File: src/rtl/mem_arbiter_pkg.sv
// Shared types and constants for mem_arbiter: FSM state encodings, latency counter width, grant codes.
// Also provides fallback values for the global WIDTH / ADDR_WIDTH defines.
`ifndef WIDTH
`define WIDTH 32
`endif
`ifndef ADDR_WIDTH
`define ADDR_WIDTH 32
`endif

package mem_arbiter_pkg;

    typedef enum logic {
        MEM_ARB_IDLE    = 1'b0,
        MEM_ARB_RD_WAIT = 1'b1
    } arb_state_t;

    localparam int LAT_W = 3;

    localparam logic [1:0] GNT_NONE = 2'b00;
    localparam logic [1:0] GNT_M0   = 2'b01;
    localparam logic [1:0] GNT_M1   = 2'b10;

endpackage

File: src/rtl/mem_arbiter_rr_pick2.sv
// rr_pick2: combinational two-way picker producing a one-hot grant from req and the last winner.
// With MEM_ARB_FIXED_PRIO_EN defined, m0 always wins a conflict and last_gnt is ignored.
module rr_pick2
    import mem_arbiter_pkg::*;
(
    input  logic [1:0] req,
    input  logic       last_gnt,
    output logic [1:0] gnt
);

    // One-hot winner selection; on conflict the requester that did not win last time goes first.
    always_comb begin
        gnt = GNT_NONE;
        case (req)
            2'b01:   gnt = GNT_M0;
            2'b10:   gnt = GNT_M1;
            2'b11: begin
`ifdef MEM_ARB_FIXED_PRIO_EN
                gnt = GNT_M0;
`else
                if (last_gnt) begin
                    gnt = GNT_M0;
                end else begin
                    gnt = GNT_M1;
                end
`endif
            end
            default: gnt = GNT_NONE;
        endcase
    end

endmodule

File: src/rtl/mem_arbiter.sv
// mem_arbiter: shares one memory port between m0 and m1 with round-robin arbitration and one read in flight.
// Define MEM_ARB_FIXED_PRIO_EN to make m0 always win conflicts.
`ifndef WIDTH
`define WIDTH 32
`endif
`ifndef ADDR_WIDTH
`define ADDR_WIDTH 32
`endif

module mem_arbiter
    import mem_arbiter_pkg::*;
#(
    parameter int ADDR_W = `ADDR_WIDTH,
    parameter int DATA_W = `WIDTH,
    parameter int RD_LAT = 1
) (
    input  logic              clk,
    input  logic              rst,
    input  logic              m0_req_i,
    input  logic              m0_we_i,
    input  logic [ADDR_W-1:0] m0_addr_i,
    input  logic [DATA_W-1:0] m0_wdata_i,
    output logic              m0_gnt_o,
    output logic              m0_rvalid_o,
    output logic [DATA_W-1:0] m0_rdata_o,
    input  logic              m1_req_i,
    input  logic              m1_we_i,
    input  logic [ADDR_W-1:0] m1_addr_i,
    input  logic [DATA_W-1:0] m1_wdata_i,
    output logic              m1_gnt_o,
    output logic              m1_rvalid_o,
    output logic [DATA_W-1:0] m1_rdata_o,
    output logic              memread_o,
    output logic              memwrite_o,
    output logic [ADDR_W-1:0] memaddr_o,
    output logic [DATA_W-1:0] memwdata_o,
    input  logic [DATA_W-1:0] memrdata_i
);

    localparam logic [LAT_W-1:0] RD_LAT_C = LAT_W'(RD_LAT);

    arb_state_t       state_r;
    arb_state_t       state_s;
    logic [LAT_W-1:0] lat_cnt_r;
    logic             owner_r;
    logic             last_gnt_r;
    logic [1:0]       req_s;
    logic [1:0]       pick_s;
    logic [1:0]       gnt_s;
    logic             win_s;
    logic             win_we_s;
    logic             rd_done_s;

    assign req_s = {m1_req_i, m0_req_i};

    rr_pick2 u_pick (
        .req      (req_s),
        .last_gnt (last_gnt_r),
        .gnt      (pick_s)
    );

    // Next-state and grant decision; everything is held off while reset is asserted.
    always_comb begin
        state_s   = state_r;
        gnt_s     = GNT_NONE;
        win_s     = pick_s[1];
        win_we_s  = 1'b0;
        rd_done_s = 1'b0;
        if (!rst) begin
            state_s = MEM_ARB_IDLE;
        end else begin
            case (state_r)
                MEM_ARB_IDLE: begin
                    gnt_s = pick_s;
                    if (pick_s != GNT_NONE) begin
                        win_we_s = win_s ? m1_we_i : m0_we_i;
                        state_s  = win_we_s ? MEM_ARB_IDLE : MEM_ARB_RD_WAIT;
                    end else begin
                        state_s = MEM_ARB_IDLE;
                    end
                end
                MEM_ARB_RD_WAIT: begin
                    // <= also recovers from a zero count rather than wrapping for 8 cycles
                    if (lat_cnt_r <= 3'd1) begin
                        rd_done_s = 1'b1;
                        state_s   = MEM_ARB_IDLE;
                    end else begin
                        state_s = MEM_ARB_RD_WAIT;
                    end
                end
                default: state_s = MEM_ARB_IDLE;
            endcase
        end
    end

    // Memory command mux and read-return steering.
    always_comb begin
        m0_gnt_o   = gnt_s[0];
        m1_gnt_o   = gnt_s[1];
        memread_o  = 1'b0;
        memwrite_o = 1'b0;
        memaddr_o  = {ADDR_W{1'b0}};
        memwdata_o = {DATA_W{1'b0}};
        if (gnt_s != GNT_NONE) begin
            memread_o  = !win_we_s;
            memwrite_o = win_we_s;
            memaddr_o  = win_s ? m1_addr_i : m0_addr_i;
            memwdata_o = win_s ? m1_wdata_i : m0_wdata_i;
        end else begin
            memread_o  = 1'b0;
            memwrite_o = 1'b0;
        end
        m0_rvalid_o = rd_done_s & !owner_r;
        m1_rvalid_o = rd_done_s & owner_r;
        m0_rdata_o  = m0_rvalid_o ? memrdata_i : {DATA_W{1'b0}};
        m1_rdata_o  = m1_rvalid_o ? memrdata_i : {DATA_W{1'b0}};
    end

    // State, read owner, latency counter and round-robin history.
    always_ff @(posedge clk) begin
        if (!rst) begin
            state_r    <= MEM_ARB_IDLE;
            lat_cnt_r  <= 3'd0;
            owner_r    <= 1'b0;
            last_gnt_r <= 1'b1;
        end else begin
            state_r <= state_s;
            if (gnt_s != GNT_NONE) begin
                last_gnt_r <= win_s;
                if (!win_we_s) begin
                    owner_r   <= win_s;
                    lat_cnt_r <= RD_LAT_C;
                end else begin
                    owner_r   <= owner_r;
                    lat_cnt_r <= lat_cnt_r;
                end
            end else if (state_r == MEM_ARB_RD_WAIT) begin
                lat_cnt_r <= lat_cnt_r - 3'd1;
            end else begin
                lat_cnt_r <= lat_cnt_r;
            end
        end
    end

endmodule

File: config.mk
export PLATFORM = sky130hd
export DESIGN_NAME = mem_arbiter
export DESIGN_NICKNAME = d
export VERILOG_FILES = /design/src/rtl/mem_arbiter_pkg.sv /design/src/rtl/mem_arbiter_rr_pick2.sv /design/src/rtl/mem_arbiter.sv
export SDC_FILE = /design/constraint.sdc
export NUM_CORES = 1
export LEC_CHECK = 0
export BUFFER_PORTS_ARGS = -buffer_cell sky130_fd_sc_hd__buf_2
export CORE_AREA = 4 4 115 117
export CTS_BUF_LIST = sky130_fd_sc_hd__clkbuf_2 sky130_fd_sc_hd__clkbuf_4 sky130_fd_sc_hd__clkbuf_8
export DETAILED_ROUTE_END_ITERATION = 10
export DIE_AREA = 0 0 119 121
export GPL_TIMING_DRIVEN = 0
export PLACE_DENSITY = 0.48
export SLEW_MARGIN = 25
export SYNTH_ARGS = -nofsm -noshare
export SYNTH_HDL_FRONTEND = slang
export SYNTH_HIERARCHICAL = 1
export SYNTH_SLANG_ARGS = --single-unit
File: constraint.sdc
create_clock -name clk -period 2.5 [get_ports clk]
set_clock_uncertainty 0.2 [all_clocks]
set_input_delay 0.375 -clock clk [delete_from_list [all_inputs] [get_ports clk]]
set_output_delay 0.375 -clock clk [all_outputs]
set_load 0.02 [all_outputs]
==> metrics.txt, run 1 <==
relative slew slack=0.742; Worst-path clk slew=30 ps; WL/cell=13.3 um; NumNets Final=738; slack of the critical path=130 ps; clk buf depth=2; CP Max Fanout=10; internal cell power=0.000527 W; Cell Area, Synth=1830 um2; # rows=41; hpwl dp=9030 um; Hold WC Path Type=register to register; Core Area=12400 um2; GRT Max-Usage Layer=met2; clk root buf=clkbuf_8; Util after Layout=0.296; Clk network pwr share=0.148; reg2reg path depth=6; final setup violation count=0; first-pass GRT wire length=14500 um; WL final=9830 um; Final min period=2370 ps; die width=119 um; pre-CTS WS=-40.0 ps; GRT Util Overall=0.124; CP max stage cell=dfxtp_1; M3 GR Usage=0.0392; R2R Path Start=last_gnt_r$_SDFFE_PN1P_; number of clock sinks=6; # Max-Cap Violations=0; FF+latch count, synth=6; Synth top area share=0.355; Most common cell on crit path=buf_6; post-route setup TNS=0 ps; CTS Hold Bufs=0; Logic pwr share=0.733; outcome=complete, no violations; startpoint types=register; Worst-Skew Late Latency=220 ps; max-slew violation count=0; Avg Cell Area, Syn=6.96 um2; routed vias/inst=3.90; global routing usage on met2=0.248; initial antenna violation count=0; met1 usage=0.129; layout cells sized above 1=0.586; CTS tree=yes; PwrDens=266 nW/um2; CP Cell Sequence=inv_1, ha_1, o21ba_2, nor4b_4, buf_6, buf_6, and2_1, buf_2; H-tree levels=1; WP data required=1920 ps; Fillers=1349; ANT cells=0; vias in the first global route=2924; Residual DRC=0; area grow syn2layout=99.9%; synth unique cells=28; switching share of power=0.460; ys async rst share=0; dominant cells by area after synthesis=mux2i_1 (36%), and2_1 (23%), nor2_1 (14%); cells after synthesis=263; FF-to-FF End=lat_cnt_r[2]$_SDFFE_PN0P_; post-route ant nets=0; highest clock rate=422 MHz; sequential element share of the synthesized area=0.0656; die area=14400 um2; Worst VDD drop=0.0855 mV; RSZ-0062 raised after global routing=no; gp weighted congestion=0.776; Post-synth EDFFs=0; post-route clock period utilization=0.948; First-pass DRT Iterations=4; crit path from=lat_cnt_r[1]$_SDFFE_PN0P_; sequential share of power=0.119; Initial Utilization=0.148; net switching power=0.000448 W; input/output buffers=299; Die Span Y=121 um; Hold WS=282 ps; most frequent cell after synthesis=and2_1; total CTS buffers=3; r2r setup slk=790 ps; Post-synth top flop=dfxtp_1; Syn Nets=431; Setup CP Type=register to output pin; Worst Tran Pin Value=387 ps; Synth top cells by count=and2_1 (67), nor2_1 (66), mux2i_1 (65); Worst Setup End Kind=output pin; worst setup path endpoint=m0_rdata_o[16]; overall power=0.000974 W; area leader, netlist=mux2i_1; GR Overflow Total=0; # IOs=300; Yosys Warn Count=6; largest net degree at the start of global routing=11; Arr. time, crit path=1790 ps; DR vias=2888; Largest stage delay, worst path=310 ps; Leakage=2.27 nW; initial drt markers=51; Hold Vio Cnt, Final=0
## sequential cells by signal, indices dropped and copies added, names as in the netlist
register / cells
state_r: 1
last_gnt_r: 1
lat_cnt_r: 3
owner_r: 1
## how the worst min path moves through the flow
stage / depth (start not counted) / slack (ps) / to / from
6_report: 2 / 280 / last_gnt_r$_SDFFE_PN1P_ / last_gnt_r$_SDFFE_PN1P_
5_1_grt: 2 / 330 / lat_cnt_r[1]$_SDFFE_PN0P_ / lat_cnt_r[1]$_SDFFE_PN0P_
4_1_cts: 2 / 290 / last_gnt_r$_SDFFE_PN1P_ / last_gnt_r$_SDFFE_PN1P_
3_5_place_dp: 2 / 290 / last_gnt_r$_SDFFE_PN1P_ / last_gnt_r$_SDFFE_PN1P_
3_3_place_gp: 2 / 280 / last_gnt_r$_SDFFE_PN1P_ / last_gnt_r$_SDFFE_PN1P_
2_1_floorplan: 2 / 250 / last_gnt_r$_SDFFE_PN1P_ / last_gnt_r$_SDFFE_PN1P_
## metal layers
layer / share of wire / up-vias
li1: - / 1472
met1: 0.36 / 1234
met2: 0.53 / 178
met3: 0.11 / 4
met4: 0.0035 / 0
met5: 0 / -
## kinds of logic (layout without fill, tap and decap cells)
group	after synthesis	count (layout)	share of synthesized area
muxes	65	65	0.355
DFF	6	6	0.0656
AOI/OAI and AO/OA	11	11	0.0465
and+or+nand+nor	153	153	0.439
buffers and inverters	26	331	0.0800
adders and majority gates	2	2	0.0137
## critical path: cells and delay by family, from the launching register on
kind,cells,cell delay [ps]
buf+inv,4,510
compound gates,1,200
simple gates,2,420
fa+ha+maj,1,130
flops,1,310
## area by class of cell
cell class / count / area, um2 / share of cell area
multi-input combinational: 231 / 1580 / 0.431
timing repair buffer: 302 / 1530 / 0.418
tap: 172 / 215 / 0.0588
buffer: 23 / 165 / 0.0451
sequential: 6 / 121 / 0.0332
clock buffer: 3 / 41.3 / 0.0113
inverter: 3 / 11.3 / 0.00308
## stage by stage
step	instances	area (um2)
floorplan	263	1830
global placement	734	3540
detailed placement	734	3540
CTS	738	3620
global route	740	3660
finish	740	3660
## cell usage in the layout (no fill, tap or decap), types with 2 or more instances in the layout
cell type / Yosys / final
buf_2: 18 / 306
dfxtp_1: 6 / 5
nor2_1: 66 / 65
buf_4: 1 / 9
mux2i_1: 65 / 65
clkbuf_8: 0 / 3
nand2b_1: 4 / 4
o211a_1: 2 / 2
and2_1: 67 / 67
clkbuf_4: 0 / 3
buf_6: 3 / 6
ha_1: 2 / 2
o21ai_0: 2 / 2
nand2_1: 7 / 7
nand3b_1: 2 / 2
inv_1: 3 / 3
## repair_timing
item,4_1_cts,5_1_grt
endpoints found under the setup margin,75,113
pin swaps,1,0
resized for setup,9,11
buffers inserted,1,2
gates cloned,0,0
## power by group through the flow
| stage | registers (W) | clock network [W] | logic (W) |
|---|---|---|---|
| 2_1_floorplan | 0.000115 | 0 | 0.000404 |
| 3_3_place_gp | 0.000117 | 0 | 0.000694 |
| 4_1_cts | 0.000116 | 0.000148 | 0.000718 |
| 5_1_grt | 0.000118 | 0.000151 | 0.000782 |
| 3_5_place_dp | 0.000117 | 0 | 0.000705 |
| 6_report | 0.000116 | 0.000144 | 0.000714 |
Note: power is estimated with default switching activity, not from simulation.
==> run 2: changes to the inputs <==
--- a/config.mk
+++ b/config.mk
@@ -12,6 +12,7 @@
 export DIE_AREA = 0 0 119 121
 export GPL_TIMING_DRIVEN = 0
 export PLACE_DENSITY = 0.48
+export REMOVE_ABC_BUFFERS = 1
 export SLEW_MARGIN = 25
 export SYNTH_ARGS = -nofsm -noshare
 export SYNTH_HDL_FRONTEND = slang
==> run 2 against run 1 <==
Cell count fell by 2.2%. Critical path depth fell by 1. First-iteration DRC count decreased by 20%. Sequential share of layout area is essentially flat. Count of clock-buffer cells in the layout is the same. Worst hold slack worse by 47 ps. Critical endpoint is now m0_rdata_o[1].
==> metrics.txt, run 2 (synthesis results as in run 1) <==
Core Area=12400 um2; # IOs=300; internal cell power=0.000518 W; area grow syn2layout=99.8%; NumNets Final=721; net switching power=0.000461 W; GR Overflow Total=0; Hold WC Path Type=input port to register; PwrDens=268 nW/um2; Leakage=2.22 nW; gp weighted congestion=0.820; most frequent cells in the layout=buf_2 (299), and2_1 (67), nor2_1 (66); DR vias=2908; GRT Util Overall=0.123; Arr. time, crit path=1800 ps; area of the multi-input gates=1650 um2; vias in the first global route=2750; max-slew violation count=0; Worst Tran Pin Value=525 ps; initial antenna violation count=4; sequential share of power=0.125; Worst-Skew Late Latency=220 ps; die area=14400 um2; Final min period=2370 ps; WL final=10500 um; Util after Layout=0.296; Residual DRC=0; RSZ-0062 raised after global routing=no; Initial Utilization=0.148; H-tree levels=1; die width=119 um; layout cells sized above 1=0.584; Die Span Y=121 um; Hold WS=235 ps; WL/cell=14.5 um; CTS tree=yes; First-pass DRT Iterations=4; post-route clock period utilization=0.948; clk root buf=clkbuf_8; highest clock rate=422 MHz; switching share of power=0.471; Worst Setup End Kind=output pin; Most flops, register=lat_cnt_r; Clk network pwr share=0.147; initial drt markers=41; WP data required=1920 ps; total CTS buffers=3; GRT Max-Usage Layer=met2; global routing usage on met2=0.253; Setup CP Type=register to output pin; relative slew slack=0.650; # Max-Cap Violations=0; number of clock sinks=6; Logic pwr share=0.728; post-route ant nets=0; met1 usage=0.127; hpwl dp=8930 um; outcome=complete, no violations; commonest non-fill, non-tap cell in the layout=buf_2; largest net degree at the start of global routing=66; max reg flops=3; final setup violation count=0; routed vias/inst=4.02; Worst VDD drop=0.150 mV; clk buf depth=2; M3 GR Usage=0.0308; Fillers=1358; CP Max Fanout=23; FF+latch area=123 um2; # rows=41; first-pass GRT wire length=14400 um; Worst-path clk slew=40 ps; Hold Vio Cnt, Final=0; startpoint types=register; input/output buffers=299
==> run 2: cell types whose count changed in the layout (fill, tap and decap cells not counted), moves of 2 or more <==
cell	delta
buf_2	-7
buf_12	+2
buf_6	-5
clkbuf_4	-3
buf_4	-7
buf_16	+2
nand2_8	+2
==> run 2: path summary, 6_finish.rpt <==
check        depth (start not counted)                      start  slack (ps)                        end
max reg2reg                          5    last_gnt_r$_SDFFE_PN1P_         850         state_r$_SDFF_PN0_
min reg2reg                          2  lat_cnt_r[2]$_SDFFE_PN0P_         310  lat_cnt_r[2]$_SDFFE_PN0P_
min                                  2                        rst         230    last_gnt_r$_SDFFE_PN1P_
max                                  7  lat_cnt_r[1]$_SDFFE_PN0P_         130              m0_rdata_o[1]
==> run 2: repair_timing <==
item / CTS / global route
endpoints found under the hold margin: 0 / 0
endpoints found under the setup margin: 122 / 113
cloned: 1 / 1
setup buffers: 3 / 1
resized for setup: 5 / 6
pin swaps: 3 / 3
hold buffers: 0 / 0
==> run 2: power groups by stage <==
stage	sequential (W)	combinational (W)	clock, W
floorplan	0.000118	0.000435	0
global placement	0.000121	0.000731	0
detailed placement	0.000122	0.000702	0
CTS	0.000121	0.000715	0.000150
global route	0.000124	0.000777	0.000153
finish	0.000122	0.000713	0.000144
==> run 2: cell type report <==
cell class / instances / area share
Tap cell: 172 / 0.0588
Inverter: 3 / 0.00308
Multi-Input combinational cell: 233 / 0.450
Clock buffer: 3 / 0.0113
Sequential cell: 6 / 0.0335
Antenna cell: 1 / 0.000684
Timing Repair Buffer: 306 / 0.442
==> run 2: stage by stage <==
stage / power [W] / setup slack, ps / setup TNS (ps) / std cells / area (um2)
floorplan: 0.000553 / -7360 / -526380 / 240 / 1700
global placement: 0.000852 / -9180 / -657650 / 711 / 3410
detailed placement: 0.000824 / -61.0 / -421 / 716 / 3550
CTS: 0.000986 / 12.2 / 0 / 722 / 3630
global route: 0.00105 / 21.6 / 0 / 723 / 3650
finish: 0.000980 / 129 / 0 / 724 / 3660
==> run 2: per-layer routing <==
layer | wire length (um) | part of all wire | up-vias
met4 | 59 | 0.0056 | 4
met2 | 5730 | 0.55 | 182
li1 | - | - | 1443
met1 | 3720 | 0.35 | 1269
met3 | 933 | 0.089 | 10
met5 | 40 | 0.0038 | -
==> run 2: worst max-delay path: stages (launching register included) <==
cell     delay (ps)
dfxtp_1         310
inv_1            70
ha_1            130
o21ba_2         220
nor4b_4         290
buf_6           210
and2_1          160
buf_2           170
